`src/rtl/bsg_mem_pkg.sv`:
```
// Shared types and helpers for the 1R1W synchronous memory and its clear controller.
package bsg_mem_pkg;

    typedef enum logic {
        e_mem_clear = 1'b0,
        e_mem_ready = 1'b1
    } mem_state_e;

    // Address width that never collapses to zero bits, even for two-entry arrays.
    function automatic int safe_clog2(input int n);
        return (n <= 2) ? 1 : $clog2(n);
    endfunction

endpackage

```
`src/rtl/bsg_mem_clear_ctrl.sv`:
```
// Clear sequencer: zeroes every word once after reset, then reports the array as ready.
module bsg_mem_clear_ctrl
    import bsg_mem_pkg::*;
#(
    parameter int els_p = 2,
    localparam int addr_width_lp = safe_clog2(els_p)
) (
    input  logic                     clk_i,
    input  logic                     reset_i,
    output logic                     clr_en_o,
    output logic [addr_width_lp-1:0] clr_addr_o,
    output logic                     ready_o,
    output mem_state_e               state_o
);

    localparam logic [addr_width_lp-1:0] last_addr_lp = addr_width_lp'(els_p - 1);

    mem_state_e               state_q;
    logic [addr_width_lp-1:0] clr_cnt_q;
    logic                     ready_q;

    always_ff @(posedge clk_i) begin
        if (reset_i) begin
            state_q   <= e_mem_clear;
            clr_cnt_q <= '0;
            ready_q   <= 1'b0;
        end else begin
            case (state_q)
                e_mem_clear: begin
                    if (clr_cnt_q == last_addr_lp) begin
                        state_q <= e_mem_ready;
                        ready_q <= 1'b1;
                    end else begin
                        clr_cnt_q <= clr_cnt_q + 1'b1;
                    end
                end
                e_mem_ready: begin
                    state_q <= e_mem_ready;
                    ready_q <= 1'b1;
                end
                default: begin
                    state_q <= e_mem_clear;
                    ready_q <= 1'b0;
                end
            endcase
        end
    end

    assign clr_en_o   = (state_q == e_mem_clear);
    assign clr_addr_o = clr_cnt_q;
    assign ready_o    = ready_q;
    assign state_o    = state_q;

endmodule

```
`src/rtl/bsg_mem_1r1w_sync_synth.sv`:
```
// One-read one-write synchronous memory with self-clearing after reset and registered read.
// Define BSG_MEM_1R1W_WMASK_EN to add the per-bit write mask port w_mask_i.
module bsg_mem_1r1w_sync_synth
    import bsg_mem_pkg::*;
#(
    parameter int width_p = 4,
    parameter int els_p = 2,
    parameter int read_write_same_addr_p = 0,
    localparam int addr_width_lp = safe_clog2(els_p)
) (
    input  logic                     clk_i,
    input  logic                     reset_i,
    output logic                     ready_o,
    input  logic                     w_v_i,
    input  logic [addr_width_lp-1:0] w_addr_i,
    input  logic [width_p-1:0]       w_data_i,
`ifdef BSG_MEM_1R1W_WMASK_EN
    input  logic [width_p-1:0]       w_mask_i,
`endif
    input  logic                     r_v_i,
    input  logic [addr_width_lp-1:0] r_addr_i,
    output logic                     r_v_o,
    output logic [width_p-1:0]       r_data_o
);

    localparam logic [addr_width_lp:0] els_lp = (addr_width_lp + 1)'(els_p);

    logic                     clr_en;
    logic [addr_width_lp-1:0] clr_addr;
    mem_state_e               ctrl_state;
    logic                     op_en;
    logic                     w_legal, r_legal, w_fire;
    logic [width_p-1:0]       wmask, w_merge;

    logic [width_p-1:0] mem_q [els_p];
    logic               r_v_q, r_v_d;
    logic [width_p-1:0] r_data_q, r_data_d;

    bsg_mem_clear_ctrl #(.els_p(els_p)) clear_ctrl (
        .clk_i     (clk_i),
        .reset_i   (reset_i),
        .clr_en_o  (clr_en),
        .clr_addr_o(clr_addr),
        .ready_o   (ready_o),
        .state_o   (ctrl_state)
    );

`ifdef BSG_MEM_1R1W_WMASK_EN
    assign wmask = w_mask_i;
`else
    assign wmask = '1;
`endif

    assign op_en   = (ctrl_state == e_mem_ready) && !reset_i;
    assign w_legal = ({1'b0, w_addr_i} < els_lp);
    assign r_legal = ({1'b0, r_addr_i} < els_lp);
    assign w_fire  = op_en && w_v_i && w_legal;
    assign w_merge = (w_legal ? (mem_q[w_addr_i] & ~wmask) : '0) | (w_data_i & wmask);

    // Clearing zeroes whole words regardless of the mask.
    always_ff @(posedge clk_i) begin
        if (clr_en) begin
            mem_q[clr_addr] <= '0;
        end else if (w_fire) begin
            mem_q[w_addr_i] <= w_merge;
        end
    end

    always_comb begin
        r_v_d    = 1'b0;
        r_data_d = r_data_q;
        if (op_en && r_v_i) begin
            r_v_d = 1'b1;
            if (!r_legal) begin
                r_data_d = '0;
            end else if ((read_write_same_addr_p != 0) && w_fire && (w_addr_i == r_addr_i)) begin
                r_data_d = w_merge;
            end else begin
                r_data_d = mem_q[r_addr_i];
            end
        end
    end

    always_ff @(posedge clk_i) begin
        if (reset_i) begin
            r_v_q    <= 1'b0;
            r_data_q <= '0;
        end else begin
            r_v_q    <= r_v_d;
            r_data_q <= r_data_d;
        end
    end

    assign r_v_o    = r_v_q;
    assign r_data_o = r_data_q;

`ifndef SYNTHESIS
    // Reports without stopping, so the defined drop/zero behaviour still takes effect.
    always_ff @(posedge clk_i) begin
        if (op_en) begin
            assert (!(w_v_i && !w_legal) && !(r_v_i && !r_legal))
            else $warning("bsg_mem_1r1w_sync_synth: access to address beyond els_p");
        end
    end
`endif

endmodule

```
`config.mk`:
```
export PLATFORM = sky130hd
export DESIGN_NAME = bsg_mem_1r1w_sync_synth
export DESIGN_NICKNAME = d
export VERILOG_FILES = /design/src/rtl/bsg_mem_pkg.sv /design/src/rtl/bsg_mem_clear_ctrl.sv /design/src/rtl/bsg_mem_1r1w_sync_synth.sv
export SDC_FILE = /design/constraint.sdc
export NUM_CORES = 1
export LEC_CHECK = 0
export BUFFER_PORTS_ARGS = -buffer_cell sky130_fd_sc_hd__buf_2
export CORE_MARGIN = 2
export CORE_UTILIZATION = 41
export CTS_CLUSTER_SIZE = 20
export DETAILED_ROUTE_END_ITERATION = 8
export PLACE_DENSITY_LB_ADDON = 0.12
export SYNTH_ARGS = -nofsm -noshare
export SYNTH_HDL_FRONTEND = slang
export SYNTH_SLANG_ARGS = --single-unit
```
`constraint.sdc`:
```
create_clock -name clk_i -period 1 [get_ports clk_i]
set_input_delay 0.05 -clock clk_i [delete_from_list [all_inputs] [get_ports clk_i]]
set_output_delay 0.05 -clock clk_i [all_outputs]
set_load 0.05 [all_outputs]
```
==> impl_metrics.py <==
metrics = {
    "power": {
        "worst_ir_drop_vdd_mv": 0.956,
        "p_per_area_nw_per_um2": 1680,
        "p_total_mw": 1.31,
        "power.leakage_nw": 0.343,
    },
    "grt": {
        "grt_max_degree": 11,
        "grt-ovfl-total": 0,
        "grt_pass1_wl_um": 1580,
        "antenna_found_initial": 0,
        "track_usage_pct": 11.8,
        "grt_pass1_vias": 388,
    },
    "cells_and_area": {
        "multi_input_area_um2": 201,
        "diodes": 0,
        "synthToLayoutAreaGrowth_pct": 26.4,
        "register_area_um2": 402,
        "drive_above_1_share_pct": 47.8,
        "final_util_pct": 57.7,
        "fill_cells": 125,
        "nNetsFinal": 78,
        "post-route-cell-area_um2": 779,
    },
    "die": {
        "initial_core_util_pct": 45.7,
        "die_h_um": 42.8,
        "rows": 13,
        "design.core.area_um2": 1350,
        "dieArea_um2": 1830,
        "fp.dieW_um": 42.8,
        "io_pins": 16,
    },
    "worst_setup_path": {
        "path_cells": "and3b_2 > buf_6 > and2_4",
        "crit_path_max_incr_delay_ns": 0.32,
        "crit_type": "reg2reg",
        "worstPathRequired_ns": 1.04,
        "cp_num_buf_inv": 1,
        "crit_path_max_fanout": 4,
        "crit_arrival_ns": 1.07,
        "critPathCaptureType": "register",
        "start_kind": "register",
        "crit_family": "simple AND/OR/NAND/NOR gates",
        "slowest_stage": "dfxtp_2",
    },
    "cts": {
        "cts_tree": "built",
        "clk_latency_ns": 0.28,
        "htreeDepth": 1,
        "cts.clk_slew.worst_paths_ns": 0.09,
        "cts_buffers": 3,
        "root_buffer": "clkbuf_4",
        "clock_path_buffers": 2,
        "clkSinkCount": 16,
    },
    "sta": {
        "tightest_slew_ns": 0.248,
        "layout_setup_ws_ns": -0.0252,
        "maxSlewHeadroom_pct": 83.6,
        "clock.fmax_mhz": 975,
        "hold_violations": 0,
        "rsz0062_at_grt": "yes",
        "final-max-slew-violation-count": 0,
        "fin_crit_ns": 1.03,
        "fin_crit_sh_pct": 103,
        "fin_skew_ns": 0.00323,
        "setup_viol": 16,
    },
    "synth": {
        "synth_fp_nets": 57,
        "ys_top_cells_by_count": "dfxtp_1, edfxtp_1, a21oi_1",
        "syn_inst": 47,
        "syn_area_um2": 617,
        "ys_async_sr_fraction_pct": 0,
        "yosys_warnings": 0,
        "synth_seq_area_share_pct": 64.9,
        "synth-edff-count": 8,
        "synth_top_area_share_pct": 38.9,
        "ys_ff_latch": 16,
        "ys_top_cells_by_area": "edfxtp_1, dfxtp_1, mux2i_1",
        "synth.largest_area_cell": "edfxtp_1",
        "syn_avg_cell_area_um2": 13.1,
        "synth_top_flop_cell": "edfxtp_1",
        "ys_types": 15,
    },
    "placed_design": {
        "hpwl_um": 739,
        "placed_cell_area_um2": 711,
        "gp_congestion": 0.683,
        "numPortBuffers": 15,
    },
    "routing": {
        "num_vias": 418,
        "avgViaCountPerCell": 5.10,
        "detail_route.iter0.violations": 5,
        "firstDrtPassIters": 4,
        "route.detailed.drc": 0,
        "ant_nets": 0,
        "routed_wl_um": 945,
        "wl_per_cell_um": 11.5,
    },
    "run_status": {
        "violations": "setup timing",
        "outcome": "finished with violations",
    },
    "flow_run": {
        "max_cap_violations": 0,
    },
    "min_path": {
        "hold_class": "in2reg",
    },
}
routing by layer:
metal / track usage (%) / routed length, um / share of wire, % / vias up
met5: 0 / 0 / 0 / -
met4: 7.50 / 6 / 0.63 / 0
met3: 3.83 / 77 / 8.1 / 2
met2: 19.4 / 422 / 45 / 13
met1: 13.0 / 439 / 46 / 189
li1: - / - / - / 214
sequential cells by signal, summed over array words and instances (netlist names):
signal / cells
clear_ctrl.ready_o: 1
mem_q: 8
clear_ctrl.state_o: 1
r_v_o: 1
clear_ctrl.clr_addr_o: 1
r_data_o: 4
final timing paths:
kind / from / endpoint / slack [ns] / cells after the start
worst min-delay path: w_data_i[3] / mem_q[0][3] / 0.07 / 2
worst max register to register: clear_ctrl.state_o / mem_q[0][0] / -0.03 / 3
worst max-delay path: clear_ctrl.state_o / mem_q[0][0] / -0.03 / 3
worst min register to register: clear_ctrl.ready_o / clear_ctrl.ready_o / 0.48 / 2
cell type report:
class                           instances  share of cell area [%]
Clock buffer                            3                    2.89
Clock inverter                          1                   0.482
Inverter                                3                    1.44
Multi-Input combinational cell         24                    25.8
Sequential cell                        16                    51.5
Tap cell                               15                    2.41
Timing Repair Buffer                   20                    15.4
cells in the final DEF (no fill, tap or decap):
master / instances
clkinv_1: 1
and2_4: 4
a311oi_1: 4
and3b_2: 1
nor2_1: 1
clkbuf_4: 3
buf_4: 3
edfxtp_1: 8
mux2i_1: 4
nor3b_1: 1
buf_2: 15
dfxtp_2: 1
inv_2: 1
a22o_4: 2
a21oi_1: 6
inv_1: 2
dfxtp_1: 7
nor3_1: 1
buf_6: 2
worst register-to-register path, delay by kind of cell (launching register included):
| kind | cells | cell delay, ns |
|---|---|---|
| buf+inv | 1 | 0.12 |
| flops | 1 | 0.32 |
| simple gates | 2 | 0.35 |
per-stage QoR:
step                      hold WS, ns  setup TNS [ns]  std cells  setup WS [ns]
after CTS                      0.0666          -0.693         82        -0.0486
final                          0.0708          -0.299         82        -0.0252
after global routing           0.0687          -0.644         82        -0.0463
after global placement          0.352          -0.847         77        -0.0576
after floorplan                 0.224          -0.108         47        -0.0135
after detailed placement        0.360          -0.969         77        -0.0719
cell families after synthesis:
kind of cell	after synthesis	synth area share [%]
flops	16	64.9
compound gates	12	13.4
mux	4	6.49
simple gates	8	8.31
buf+inv	7	6.89
timing repair:
item | CTS | global route
setup endpoints to repair | 16 | 19
gates cloned | 0 | 0
hold buffers | 0 | 0
gates resized for setup | 7 | 2
setup buffers | 1 | 0
pin swaps | 5 | 4
where the power goes:
group          leakage (nW)  internal, mW  switching (mW)
logic                 0.183        0.0879           0.130
registers             0.145         0.740          0.0168
clock network        0.0154         0.145           0.193
total                 0.343         0.973           0.340
(Power assumes the default switching activity.)
